File: src/rtl/seg7_scan_ctrl.sv
// 4-digit hex display scan controller with a two-client round-robin update arbiter.
// Define SEG7_LZB_EN to blank leading-zero digits; otherwise every digit shows seg_in.
module seg7_scan_ctrl #(
    parameter int SCAN_DIV = 50000
) (
    input  logic        clk,
    input  logic        clr,
    input  logic [1:0]  req,
    input  logic [15:0] din0,
    input  logic [15:0] din1,
    output logic [1:0]  gnt,
    input  logic [6:0]  seg_in,
    output logic [3:0]  nib,
    output logic [3:0]  an,
    output logic [6:0]  seg,
    output logic [15:0] x_shown
);

    localparam int CW = $clog2(SCAN_DIV);
    localparam logic [CW-1:0] CNT_MAX = CW'(SCAN_DIV - 1);

    localparam logic ST_IDLE = 1'b0;
    localparam logic ST_PEND = 1'b1;

    logic [CW-1:0] cnt;
    logic [1:0]    d;
    logic          tick;
    logic          frame_wrap;
    logic          state;
    logic          rr;
    logic          sel;
    logic [15:0]   pbuf;
    logic          blank;

    assign tick       = (cnt == CNT_MAX);
    assign frame_wrap = tick && (d == 2'd3);

    always_ff @(posedge clk or posedge clr) begin
        if (clr) begin
            cnt <= '0;
            d   <= 2'd0;
        end else if (tick) begin
            cnt <= '0;
            d   <= d + 2'd1;
        end else begin
            cnt <= cnt + CW'(1);
        end
    end

    // With both clients requesting, rr picks; a lone requester always wins.
    assign sel = (req == 2'b11) ? rr : req[1];

    always_ff @(posedge clk or posedge clr) begin
        if (clr) begin
            state   <= ST_IDLE;
            gnt     <= 2'b00;
            rr      <= 1'b0;
            pbuf    <= 16'h0000;
            x_shown <= 16'h0000;
        end else begin
            gnt <= 2'b00;
            if (state == ST_IDLE) begin
                // gnt still high means the client has not yet dropped req
                if (gnt == 2'b00 && req != 2'b00) begin
                    pbuf  <= sel ? din1 : din0;
                    gnt   <= sel ? 2'b10 : 2'b01;
                    rr    <= ~sel;
                    state <= ST_PEND;
                end
            end else if (frame_wrap) begin
                x_shown <= pbuf;
                state   <= ST_IDLE;
            end
        end
    end

    assign an  = ~(4'b0001 << d);
    assign nib = x_shown[{d, 2'b00} +: 4];

`ifdef SEG7_LZB_EN
    always_comb begin
        blank = 1'b0;
        case (d)
            2'd1:    blank = (x_shown[15:4] == 12'h000);
            2'd2:    blank = (x_shown[15:8] == 8'h00);
            2'd3:    blank = (x_shown[15:12] == 4'h0);
            default: blank = 1'b0;
        endcase
    end
`else
    assign blank = 1'b0;
`endif

    assign seg = blank ? 7'h7F : seg_in;

endmodule

File: config.mk
export PLATFORM = sky130hd
export DESIGN_NAME = seg7_scan_ctrl
export DESIGN_NICKNAME = d
export VERILOG_FILES = /design/src/rtl/seg7_scan_ctrl.sv
export SDC_FILE = /design/constraint.sdc
export NUM_CORES = 1
export LEC_CHECK = 0
export CAP_MARGIN = 20
export CORE_ASPECT_RATIO = 1.1
export CORE_MARGIN = 2
export CORE_UTILIZATION = 51
export CTS_CLUSTER_SIZE = 14
export DETAILED_ROUTE_END_ITERATION = 8
export GPL_ROUTABILITY_DRIVEN = 0
export PLACE_DENSITY = 0.95
export SLEW_MARGIN = 10
export SYNTH_ARGS = -nofsm -noshare
export SYNTH_HDL_FRONTEND = slang
export SYNTH_SLANG_ARGS = --single-unit
File: constraint.sdc
create_clock -name clk -period 3.27 [get_ports clk]
set_input_delay 0.654 -clock clk [delete_from_list [all_inputs] [get_ports clk]]
set_output_delay 0.654 -clock clk [all_outputs]
set_load 0.1 [all_outputs]
==> impl_metrics.yaml, run 1 <==
yosys:
  synth_common_cells: "54 x dfrtp_1, 28 x nor2_1, 16 x a21oi_1, 16 x mux2i_1, 12 x inv_1"
  yosys.area.top_type: "dfrtp_1"
  avgSynthCellArea_um2: 11.9
  synth_mux_area_frac: 0.185
  synth-async-reset-ratio: 1.00
  synth-simple-area-share: 0.115
  synth_compound_area_frac: 0.0440
  ys_warn_count: 0
  synth_most_common_cell: "dfrtp_1"
  synth_xor_area_frac: 0.0474
  synth_seq_area_share: 0.522
  ys_types: 34
  synth_top_family_by_area: "multiplexers"
  synth_fa_ha_area_frac: 0.0242
  ys_ff_latch: 54
  synth_area_leaders: "dfrtp_1 52%, mux2i_1 6.2%, mux2_4 5.8%"
  synth_cells: 217
  synth_edf_count: 0
  synth_area_um2: 2590
  ys.flop_type: "dfrtp_1"
  synth_top_area_frac: 0.522
  synth_fp_nets: 265
floorplanning:
  coreArea_um2: 4930
  fp.dieH_um: 78.7
  ioPinCount: 76
  rows: 27
  dieArea_um2: 5660
  start_util: 0.525
  die_x_um: 71.9
timing:
  rsz0062_at_grt: "no"
  slew_headroom: 0.673
  min_period_over_period: 0.739
  worstMarginPinSlew_ns: 0.490
  finalSetupTns_ns: 0
  finalSetupViolations: 0
  skew_ns: 0.00725
  post-route-min-period_ns: 2.42
  drv_slew: 0
  finalHoldViolCount: 0
  fmax_mhz: 414
routing:
  viasPerCell: 5.54
  wl_per_cell_um: 16.6
  wirelength_mm: 5.50
  drc_errors: 0
  ant_nets: 0
  vias: 1840
  dr.pass1.iters: 4
  drt-initial-drc-count: 173
worst_setup_path:
  cp-start-kind: "flop"
  cp.arrival_ns: 2.60
  cpPeakStageDelay_ns: 0.56
  cpLargestDelayFamily: "simple AND/OR/NAND/NOR gates"
  path_max_fanout: 16
  path_cells: "or4b_4 > nor4_4 > buf_4 > and3_1 > buf_4 > mux2_2"
  crit_slowest_cell: "or4b_4"
  cp.required_ns: 3.46
  crit_top_cell: "buf_4"
  cp_num_buf_inv: 2
  cp-end-kind: "flop"
  critPathKind: "reg -> reg"
global_routing:
  track_usage: 0.203
  top_usage_layer: "met2"
  antenna_found_initial: 0
  grt_max_degree: 37
  met1_usage: 0.245
  grt_use_met2: 0.360
  grt-ovfl-total: 0
  grt_pass1_wl_mm: 8.88
  first_global_vias: 1870
  use_met3: 0.0431
placed_design:
  place.detailed.hpwl_mm: 4.20
  io_buffers: 61
clock_network:
  ctsResizeCount: 0
  cts_root_buffer: "clkbuf_8"
  cts_setup_buffers: 0
  tritoncts: "yes"
  cts.clk_slew.worst_paths_ns: 0.09
  clkSinkCount: 54
  h-tree-depth: 2
  clock_latency_ns: 0.30
  clockBufferDepth: 2
  cts_inserted_buffers: 5
  ctsHoldBuffers: 0
pwr:
  p_per_area_nw_per_um2: 442
  seqPwrFrac: 0.587
  power.switching_uw: 381
  peakVddDrop_mv: 0.316
  power_leakage_nw: 1.49
  internal-power_mw: 1.04
  swShare: 0.267
  p_clk_frac: 0.244
  power_frac_comb: 0.168
  power_mw: 1.43
finish:
  fillers: 354
  drive_gt1_frac: 0.237
  diodes: 0
  area_growth_syn_to_layout_pct: 24.7
  nets: 322
worst_hold_path:
  hold_class: "reg -> reg"
run_status:
  outcome: "finished, final reports clean"
job:
  cap_viol_max_count: 0
[worst register-to-register path, stage by stage (launching register included)]
cell and delay (ns):
dfrtp_1 0.43, or4b_4 0.56, nor4_4 0.27, buf_4 0.23
and3_1 0.17, buf_4 0.27, mux2_2 0.39
[final cells by class]
class                   count  area [um2]  share of cell area
repair buffers             67         591               0.183
multi-input cells         134        1090               0.337
inverters                  12        45.0              0.0140
clock buffers               6        72.6              0.0225
clock inverters             1        7.51             0.00233
well taps                  58        72.6              0.0225
flip-flops and latches     54        1350               0.419
[cell families after synthesis]
logic type                 after synthesis
and+or+nand+nor                         57
DFF                                     54
muxes                                   37
buffers and inverters                   29
AOI/OAI and AO/OA                       21
xor gates and xnor gates                14
adders and majority gates                5
[per-stage QoR]
stage	setup WS, ns	std cells	utilization	instance area [um2]	hold slack (ns)
floorplan	0.931	217	-	2590	0.456
global placement	0.952	325	0.638	3150	0.481
detailed placement	0.873	325	0.638	3150	0.481
CTS	0.865	332	0.654	3230	0.496
global route	0.768	332	0.654	3230	0.502
finish	0.854	332	0.654	3230	0.500
[path summary, 6_finish.rpt]
path	startpoint	to	slack, ns	cells after the start
worst max-delay path	cnt[4]$_DFF_PP0_	x_shown[13]$_DFFE_PP0P_	0.85	6
worst min-delay path	cnt[11]$_DFF_PP0_	cnt[11]$_DFF_PP0_	0.50	1
worst max register to register	cnt[4]$_DFF_PP0_	x_shown[13]$_DFFE_PP0P_	0.85	6
worst min register to register	cnt[11]$_DFF_PP0_	cnt[11]$_DFF_PP0_	0.50	1
max in group asynchronous	clr	x_shown[7]$_DFFE_PP0P_	1.96	3
min in group asynchronous	clr	cnt[13]$_DFF_PP0_	0.69	2
[routing by layer]
metal	wire, um	part of all wire	vias to the layer above
li1	-	-	848
met1	2120	0.39	913
met2	3040	0.55	71
met3	275	0.050	8
met4	66	0.012	0
met5	0	0	-
[power groups by stage]
stage	Clock [mW]	Combinational, mW	Sequential, mW
2_1_floorplan	0	0.195	0.833
5_1_grt	0.374	0.267	0.848
3_5_place_dp	0	0.242	0.849
6_report	0.348	0.240	0.837
4_1_cts	0.356	0.244	0.836
3_3_place_gp	0	0.227	0.840
[state kept, by name, summed over array words and instances, names as in the netlist]
| signal | flops |
|---|---|
| cnt | 16 |
| pbuf | 16 |
| x_shown | 16 |
| d | 2 |
| gnt | 2 |
| rr | 1 |
| state | 1 |
[cells in the final DEF (no fill, tap or decap), types with 5 or more instances in the layout]
cell type,n
buf_4,32
mux2_4,10
ha_1,5
xor2_1,6
a21oi_1,16
dfrtp_1,54
inv_1,11
mux2_2,7
mux2i_1,16
clkbuf_8,5
clkdlybuf4s50_1,35
nand3_1,6
xnor2_1,8
nor2_1,28
(Power assumes the default switching activity.)
==> run 2: changes to the inputs <==
- CORE_UTILIZATION: 51 -> 43
- PLACE_DENSITY: 0.95 -> 0.87
- clock period: 3.27 -> 2 ns (I/O delays scaled with it)
==> run 2 against run 1 <==
Net effect: sequential share of layout area decreased by 3.5 points; die area increased by 18%; clock-buffer cell count did not move; setup slack got worse by 0.89 ns; core utilization fell by 3.9 points; the flow now finishes with violations (negative setup slack); clock skew about the same; first-iteration DRC count down 19%; via count is 1.5% higher; critical path type unchanged; sequential power grew 64%; non-clock buffer count grew 15; routed wire length grew 2.4%.
==> impl_metrics.yaml, run 2 (synthesis gave the netlist of run 1 again) <==
run_status:
  outcome: "finished, violations left"
  failed_checks: "negative setup slack"
clock_network:
  ctsHoldBuffers: 0
  cts_inserted_buffers: 5
  clock_latency_ns: 0.31
  clkSinkCount: 54
  cts.clk_slew.worst_paths_ns: 0.09
  tritoncts: "yes"
  cts_root_buffer: "clkbuf_8"
  h-tree-depth: 2
  clockBufferDepth: 2
global_routing:
  grt_max_degree: 27
  track_usage: 0.178
  antenna_found_initial: 0
  grt-ovfl-total: 0
  grt_pass1_wl_mm: 9.20
  first_global_vias: 1905
placed_design:
  placed_cell_area_um2: 3430
  post-place-ws_ns: -0.0846
  placed_cells: 357
  place.detailed.hpwl_mm: 4.17
  io_buffers: 61
worst_setup_path:
  cp-start-kind: "flop"
  r2r_setup_slack_ns: -0.04
  path_depth: 5
  critPathKind: "reg -> reg"
  worstReg2RegEnd: "x_shown[11]$_DFFE_PP0P_"
  path_cells: "or4b_4 > nor4_4 > and3_4 > buf_12 > mux2_2"
  path_max_fanout: 8
  cpPeakStageDelay_ns: 0.55
  cp.required_ns: 2.20
  cpLargestDelayFamily: "simple AND/OR/NAND/NOR gates"
  r2r_cells: 5
  cp.arrival_ns: 2.23
  cp_num_buf_inv: 1
  crit-reg2reg-launch: "cnt[10]$_DFF_PP0_"
  startpoint: "cnt[10]$_DFF_PP0_"
  crit_slowest_cell: "or4b_4"
  cp-end-kind: "flop"
routing:
  wirelength_mm: 5.63
  vias: 1867
  dr.pass1.iters: 4
  ant_nets: 0
  drt-initial-drc-count: 140
  drc_errors: 0
  wl_per_cell_um: 15.3
  viasPerCell: 5.09
pwr:
  power_mw: 2.38
  p_clk_frac: 0.247
  power_leakage_nw: 1.60
  power.switching_uw: 648
  internal-power_mw: 1.73
  p_per_area_nw_per_um2: 667
  power_frac_comb: 0.177
  swShare: 0.272
  seqPwrFrac: 0.576
  peakVddDrop_mv: 0.366
timing:
  slew_headroom: 0.698
  skew_ns: 0.00710
  post-route-min-period_ns: 2.04
  min_period_over_period: 1.02
  fmax_mhz: 491
  drv_slew: 0
  finalHoldViolCount: 0
  finalWorstSetupSlack_ns: -0.0375
  finalSetupTns_ns: -0.202
  finalSetupViolations: 16
  worstMarginPinSlew_ns: 0.452
  rsz0062_at_grt: "yes"
  holdWs_ns: 0.411
finish:
  nets: 337
  top_regs: "cnt x16, pbuf x16, x_shown x16"
  drive_gt1_frac: 0.341
  layout_common_cells: "37 x dfrtp_1, 35 x clkdlybuf4s50_1, 35 x buf_4"
  final_cells: 367
  finalInstanceArea_um2: 3570
  post-route-util: 0.615
  area_growth_syn_to_layout_pct: 38.1
  final_common_cell: "dfrtp_1"
  diodes: 0
floorplanning:
  coreArea_um2: 5810
  die_x_um: 78.0
  start_util: 0.446
  fp.dieH_um: 85.4
  ioPinCount: 76
  dieArea_um2: 6650
  rows: 29
job:
  cap_viol_max_count: 0
worst_hold_path:
  hold_class: "in -> async"
-- run 2: changes by cell type in the layout (fill, tap and decap cells not counted), moves of 3 or more --
cell,delta
buf_12,+11
mux2_2,-3
dfrtp_2,+17
buf_4,+3
dfrtp_1,-17
mux2_4,+3
-- run 2: area by class of cell --
cell class | instances | area [um2]
Sequential cell | 54 | 1370
Clock inverter | 2 | 13.8
Multi-Input combinational cell | 134 | 1110
Fill cell | 433 | 2230
Inverter | 12 | 45.0
Timing Repair Buffer | 82 | 861
Clock buffer | 6 | 72.6
Tap cell | 77 | 96.3
-- run 2: how the worst max path moves through the flow --
stage | to
global route | x_shown[11]$_DFFE_PP0P_
finish | x_shown[11]$_DFFE_PP0P_
detailed placement | x_shown[9]$_DFFE_PP0P_
floorplan | x_shown[0]$_DFFE_PP0P_
CTS | x_shown[13]$_DFFE_PP0P_
global placement | x_shown[10]$_DFFE_PP0P_
-- run 2: power by group through the flow --
stage          registers (mW)  clock network [mW]  logic, mW
2_1_floorplan            1.36                   0      0.319
3_3_place_gp             1.37                   0      0.398
3_5_place_dp             1.39                   0      0.421
4_1_cts                  1.37               0.605      0.424
5_1_grt                  1.39               0.653      0.476
6_report                 1.37               0.588      0.422
-- run 2: layer usage --
metal	vias up	track usage	routed length (um)
met4	0	0.0702	103
met3	10	0.0415	232
met2	45	0.297	2930
met1	926	0.224	2360
met5	-	0	0
li1	886	-	-
-- run 2: what timing repair did --
item,4_1_cts,5_1_grt
pin swaps,1,1
gates resized for setup,4,2
setup endpoints to repair,20,21
setup buffers,2,0
cloned,1,0
==> run 3: changes to the inputs <==
- CORE_MARGIN: 2 -> 5
- TNS_END_PERCENT: not set -> 10
==> run 3 against run 2 <==
Net effect: the flow still finishes with violations (negative setup slack); cell area decreased by 0.39%; worst hold slack improved by 0.051 ns; combinational power shrank 4%; routed wire length rose by 2.3%; non-clock buffer count is 4 lower; critical path type unchanged; highest routed layer unchanged.
==> impl_metrics.yaml, run 3 (synthesis gave the netlist of run 1 again) <==
finish:
  nets: 333
  final_common_cell: "dfrtp_1"
  finalInstanceArea_um2: 3560
  final_cells: 363
  drive_gt1_frac: 0.276
  multi_input_area_um2: 1120
  register_area_um2: 1350
  diodes: 0
  fillers: 445
  area_growth_syn_to_layout_pct: 37.5
  top_regs: "cnt x16, pbuf x16, x_shown x16"
  layout_common_cells: "53 x dfrtp_1, 35 x clkdlybuf4s50_1, 29 x buf_4"
routing:
  dr.pass1.iters: 4
  drt-initial-drc-count: 83
  drc_errors: 0
  viasPerCell: 5.06
  wl_per_cell_um: 15.9
  ant_nets: 0
  vias: 1838
  wirelength_mm: 5.76
clock_network:
  cts_inserted_buffers: 5
  tritoncts: "yes"
  clock_latency_ns: 0.30
  clkSinkCount: 54
  clockBufferDepth: 2
  ctsHoldBuffers: 0
  h-tree-depth: 2
  cts_root_buffer: "clkbuf_8"
  cts.clk_slew.worst_paths_ns: 0.09
pwr:
  peakVddDrop_mv: 0.578
  power_leakage_nw: 1.62
  p_per_area_nw_per_um2: 677
placed_design:
  placed_cells: 352
  placed_cell_area_um2: 3390
  place.detailed.hpwl_mm: 4.13
  io_buffers: 61
worst_setup_path:
  path_max_fanout: 8
  path_cells: "or4b_4 > nor4_4 > and3_4 > buf_12 > mux2_4"
  cp-start-kind: "flop"
  cp-end-kind: "flop"
  r2r_cells: 5
  cp_num_buf_inv: 1
  crit_slowest_cell: "or4b_4"
  cp.required_ns: 2.19
  critPathKind: "reg -> reg"
  path_depth: 5
  cpLargestDelayFamily: "simple AND/OR/NAND/NOR gates"
  cpPeakStageDelay_ns: 0.56
  cp.arrival_ns: 2.23
global_routing:
  met1_usage: 0.189
  top_usage_layer: "met2"
  grt_pass1_wl_mm: 9.71
  grt_use_met2: 0.284
  grt_max_degree: 55
  track_usage: 0.157
  use_met3: 0.0353
  grt-ovfl-total: 0
  antenna_found_initial: 0
  first_global_vias: 1983
worst_hold_path:
  hold_class: "in -> async"
floorplanning:
  start_util: 0.446
  die_x_um: 84.0
  dieArea_um2: 7670
  ioPinCount: 76
  coreArea_um2: 5810
  rows: 29
  fp.dieH_um: 91.4
timing:
  holdWs_ns: 0.463
  drv_slew: 0
  finalSetupTns_ns: -0.367
  rsz0062_at_grt: "yes"
  finalWorstSetupSlack_ns: -0.0355
  fmax_mhz: 491
  finalHoldViolCount: 0
  skew_ns: 0.00520
  finalSetupViolations: 16
  slew_headroom: 0.737
  min_period_over_period: 1.02
  worstMarginPinSlew_ns: 0.390
  post-route-min-period_ns: 2.04
job:
  cap_viol_max_count: 0
run_status:
  failed_checks: "negative setup slack"
  outcome: "finished, violations left"
-- run 3: changes by cell type in the layout (fill, tap and decap cells not counted), moves of 3 or more --
cell     before  now
mux2_2        4    1
dfrtp_2      17    1
mux2_4       13   16
buf_4        35   29
dfrtp_1      37   53
-- run 3: repair_timing --
item                                    CTS  global route
gates resized for setup                   5             5
endpoints found under the setup margin   20            21
cloned                                    1             0
pin swaps                                 3             3
setup buffers                             2             0
-- run 3: report_power, final --
part	internal [mW]	switching (mW)	total, mW
clock	0.287	0.344	0.630
sequential	1.27	0.105	1.37
combinational	0.219	0.189	0.407
total	1.77	0.637	2.41
-- run 3: path summary, 6_finish.rpt --
check                               startpoint                     end  slack (ns)
max                           cnt[4]$_DFF_PP0_  x_shown[5]$_DFFE_PP0P_       -0.04
min                                        clr        cnt[0]$_DFF_PP0_        0.46
max reg2reg                   cnt[4]$_DFF_PP0_  x_shown[5]$_DFFE_PP0P_       -0.04
min reg2reg                pbuf[4]$_DFFE_PP0P_  x_shown[4]$_DFFE_PP0P_        0.51
max in group asynchronous                  clr        d[0]$_DFFE_PP0N_        1.29
min in group clk           pbuf[4]$_DFFE_PP0P_  x_shown[4]$_DFFE_PP0P_        0.51
-- run 3: stage by stage --
step / utilization / setup WS [ns] / power [mW]
after global routing: 0.613 / -0.0878 / 2.54
after floorplan: - / -0.144 / 1.68
after global placement: 0.584 / -0.0356 / 1.77
after CTS: 0.610 / -0.0243 / 2.42
after detailed placement: 0.584 / -0.107 / 1.80
final: 0.613 / -0.0355 / 2.41
-- run 3: per-layer routing --
layer,vias up,part of all wire
met3,8,0.060
met4,0,0.0087
met2,64,0.54
met1,896,0.39
li1,870,-
met5,-,0
-- run 3: area by class of cell --
cell class                 count  share of cell area
inverter                      12              0.0127
tap                           77              0.0271
sequential                    54               0.380
clock buffer                   7              0.0243
clock inverter                 1             0.00246
multi-input combinational    134               0.315
timing repair buffer          78               0.238
-- run 3: worst register-to-register path: cells and delay by family (launching register included) --
family	cells	cell delay (ns)
flops	1	0.40
mux	1	0.31
buf+inv	1	0.15
simple gates	3	1.07
==> RTL edit 1: new RTL, config.mk and constraints of run 2 <==
Set the parameter `SCAN_DIV` to 200000 (it was 50000).
--- a/src/rtl/seg7_scan_ctrl.sv
+++ b/src/rtl/seg7_scan_ctrl.sv
@@ -2,5 +2,5 @@
 // Define SEG7_LZB_EN to blank leading-zero digits; otherwise every digit shows seg_in.
 module seg7_scan_ctrl #(
-    parameter int SCAN_DIV = 50000
+    parameter int SCAN_DIV = 200000
 ) (
     input  logic        clk,
Formal check against the unedited RTL: same outputs for any inputs over 10 cycles, from zero or initial values; that may be too few to reach the edited logic, so the function may still have changed.
==> RTL edit 1 against run 2 <==
Clock skew up 0.0032 ns. Routed wire length fell by 0.67%. Worst setup slack improved by 0.073 ns. Global-route usage rose by 0.19 points. Critical path type is now reg -> out. Maximum frequency increased by 3.7%. Critical endpoint is now nib[3]. Worst hold slack improved by 0.040 ns. Cell area shrank 0.95%. Sequential share of layout area grew 1.8 points. Sequential cell count up 2. Area after synthesis increased by 1.8%.
Power is not compared: it rests on default switching activity, and its combinational part moved more than twofold at a synthesized area within 25%.
==> RTL edit 1: results (changes against run 2) <==
{
  "final_layout": {
    "top_regs": "cnt x18, pbuf x16, x_shown x16",
    "drive_above_1_share": {"value": 29.3, "unit": "%", "change": "-4.9 points"},
    "fin_nets": {"value": 334, "change": "-0.89%"}
  },
  "sta": {
    "tightestPinTransition": {"value": 0.308, "unit": "ns", "change": "-0.144 ns"},
    "final_worst_clock_skew": {"value": 0.0103, "unit": "ns", "change": "+0.00322 ns"}
  },
  "detailed_routing": {
    "length_of_routed_met3_wiring": {"value": 222, "unit": "um", "change": "-4.3%"},
    "route.vias.total": {"value": 1877, "change": "+0.54%"},
    "drt_first_iter_violations": {"value": 121, "change": "-14%"},
    "detailroute.wirelength.met2": {"value": 2790, "unit": "um", "change": "-5.0%"},
    "routedLengthMet1": {"value": 2480, "unit": "um", "change": "+5.0%"},
    "route.detailed.vias_per_inst": {"value": 5.16, "change": "+1.4%"},
    "postRouteWirelength": {"value": 5590, "unit": "um", "change": "-0.67%"}
  },
  "run_status": {
    "status": "finished clean"
  },
  "critical_path": {
    "crit_arrival": {"value": 1.56, "unit": "ns", "change": "-0.67 ns"},
    "slowest_cell_on_the_critical_path": "mux4_2",
    "timing.critical_path.max_delay_family": "multiplexers",
    "critical_path_peak_fanout": {"value": 7, "change": "-1"},
    "max_stage_delay": {"value": 0.58, "unit": "ns", "change": "+0.03 ns"}
  },
  "logic_synthesis": {
    "number_of_different_library_cells_in_the_post_synthesis_netlist": {"value": 33, "change": "-2.9%"},
    "synthTopCellsByArea": "dfrtp_1, mux2_2, mux2i_1, nor2_1, a21oi_1",
    "yosys_warnings": {"value": 0, "change": "unchanged"},
    "post_synth_most_frequent_cells": "dfrtp_1, nor2_1, a21oi_1",
    "synthesis.nets": {"value": 274, "change": "+3.4%"},
    "syn_inst": {"value": 226, "change": "+4.1%"},
    "seq_area_frac_synth": {"value": 53.2, "unit": "%", "change": "+0.96 points"}
  },
  "global_route": {
    "grt_max_degree": {"value": 57, "change": "+110%"},
    "grtUsageTotal": {"value": 17.9, "unit": "%", "change": "+0.19 points"},
    "grt_pass1_wl": {"value": 9470, "unit": "um", "change": "+3.0%"},
    "grt_pass1_vias": {"value": 1983, "change": "+4.1%"}
  },
  "place": {
    "dpl_worst_slack": {"value": 0.122, "unit": "ns", "change": "+0.206 ns"},
    "dpl_cell_area": {"value": 3440, "unit": "um^2", "change": "about the same"},
    "place_hpwl": {"value": 4120, "unit": "um", "change": "-1.1%"},
    "post-place-cells": {"value": 355, "change": "-0.56%"}
  },
  "worst_hold_path": {
    "hold_path_class": "in -> async"
  }
}
==> RTL edit 1: cell count changes after synthesis, sizes merged, moves of 2 or more <==
cell    before  now
or4          0    2
dfrtp       54   56
o31ai        0    3
inv         12   10
clkbuf       6    4
nor4         5    2
nor2        28   31
nand2        4    7
and4         0    3
a21oi       16   18
==> RTL edit 1: logic make-up (layout without fill, tap and decap cells) <==
family	count (synthesis)	after routing	synth area share, %
buffers and inverters	25	86	4.99
muxes	37	37	16.8
and+or+nand+nor	66	66	13.2
xor gates and xnor gates	15	15	4.99
AOI/OAI and AO/OA	22	22	4.46
DFF	56	56	53.2
adders and majority gates	5	5	2.37
==> RTL edit 1: worst paths after layout <==
| check | from | end | slack [ns] | cells after the start |
|---|---|---|---|---|
| max | d[0] | nib[3] | 0.04 | 2 |
| min | clr | d[0] | 0.45 | 3 |
| max reg2reg | cnt[0] | x_shown[6] | 0.11 | 6 |
| min reg2reg | cnt[0] | cnt[0] | 0.49 | 1 |
| max in group asynchronous | clr | x_shown[6] | 1.29 | 3 |
| min in group clk | cnt[0] | cnt[0] | 0.49 | 1 |
==> RTL edit 1: timing repair <==
item / 4_1_cts / 5_1_grt
setup endpoints to repair: 4 / 4
endpoints found under the hold margin: 0 / 0
resized for setup: 1 / 0
setup buffers: 0 / 1
==> RTL edit 1: final cells by class <==
class	instances	area (um^2)
clock inverter	1	7.51
fill	464	2300
tap	77	96.3
sequential	56	1420
timing repair buffer	68	773
clock buffer	7	86.3
multi-input combinational	145	1110
inverter	10	37.5
==> RTL edit 1: per-layer routing <==
metal,vias to the layer above,track usage [%]
met5,-,0
met4,0,6.86
met3,9,3.16
met2,50,30.1
met1,920,23.3
li1,898,-
==> RTL edit 1: power by group <==
group	internal, uW	switching (uW)
combinational	104	73.2
clock	282	357
sequential	1160	21.0
total	1550	452
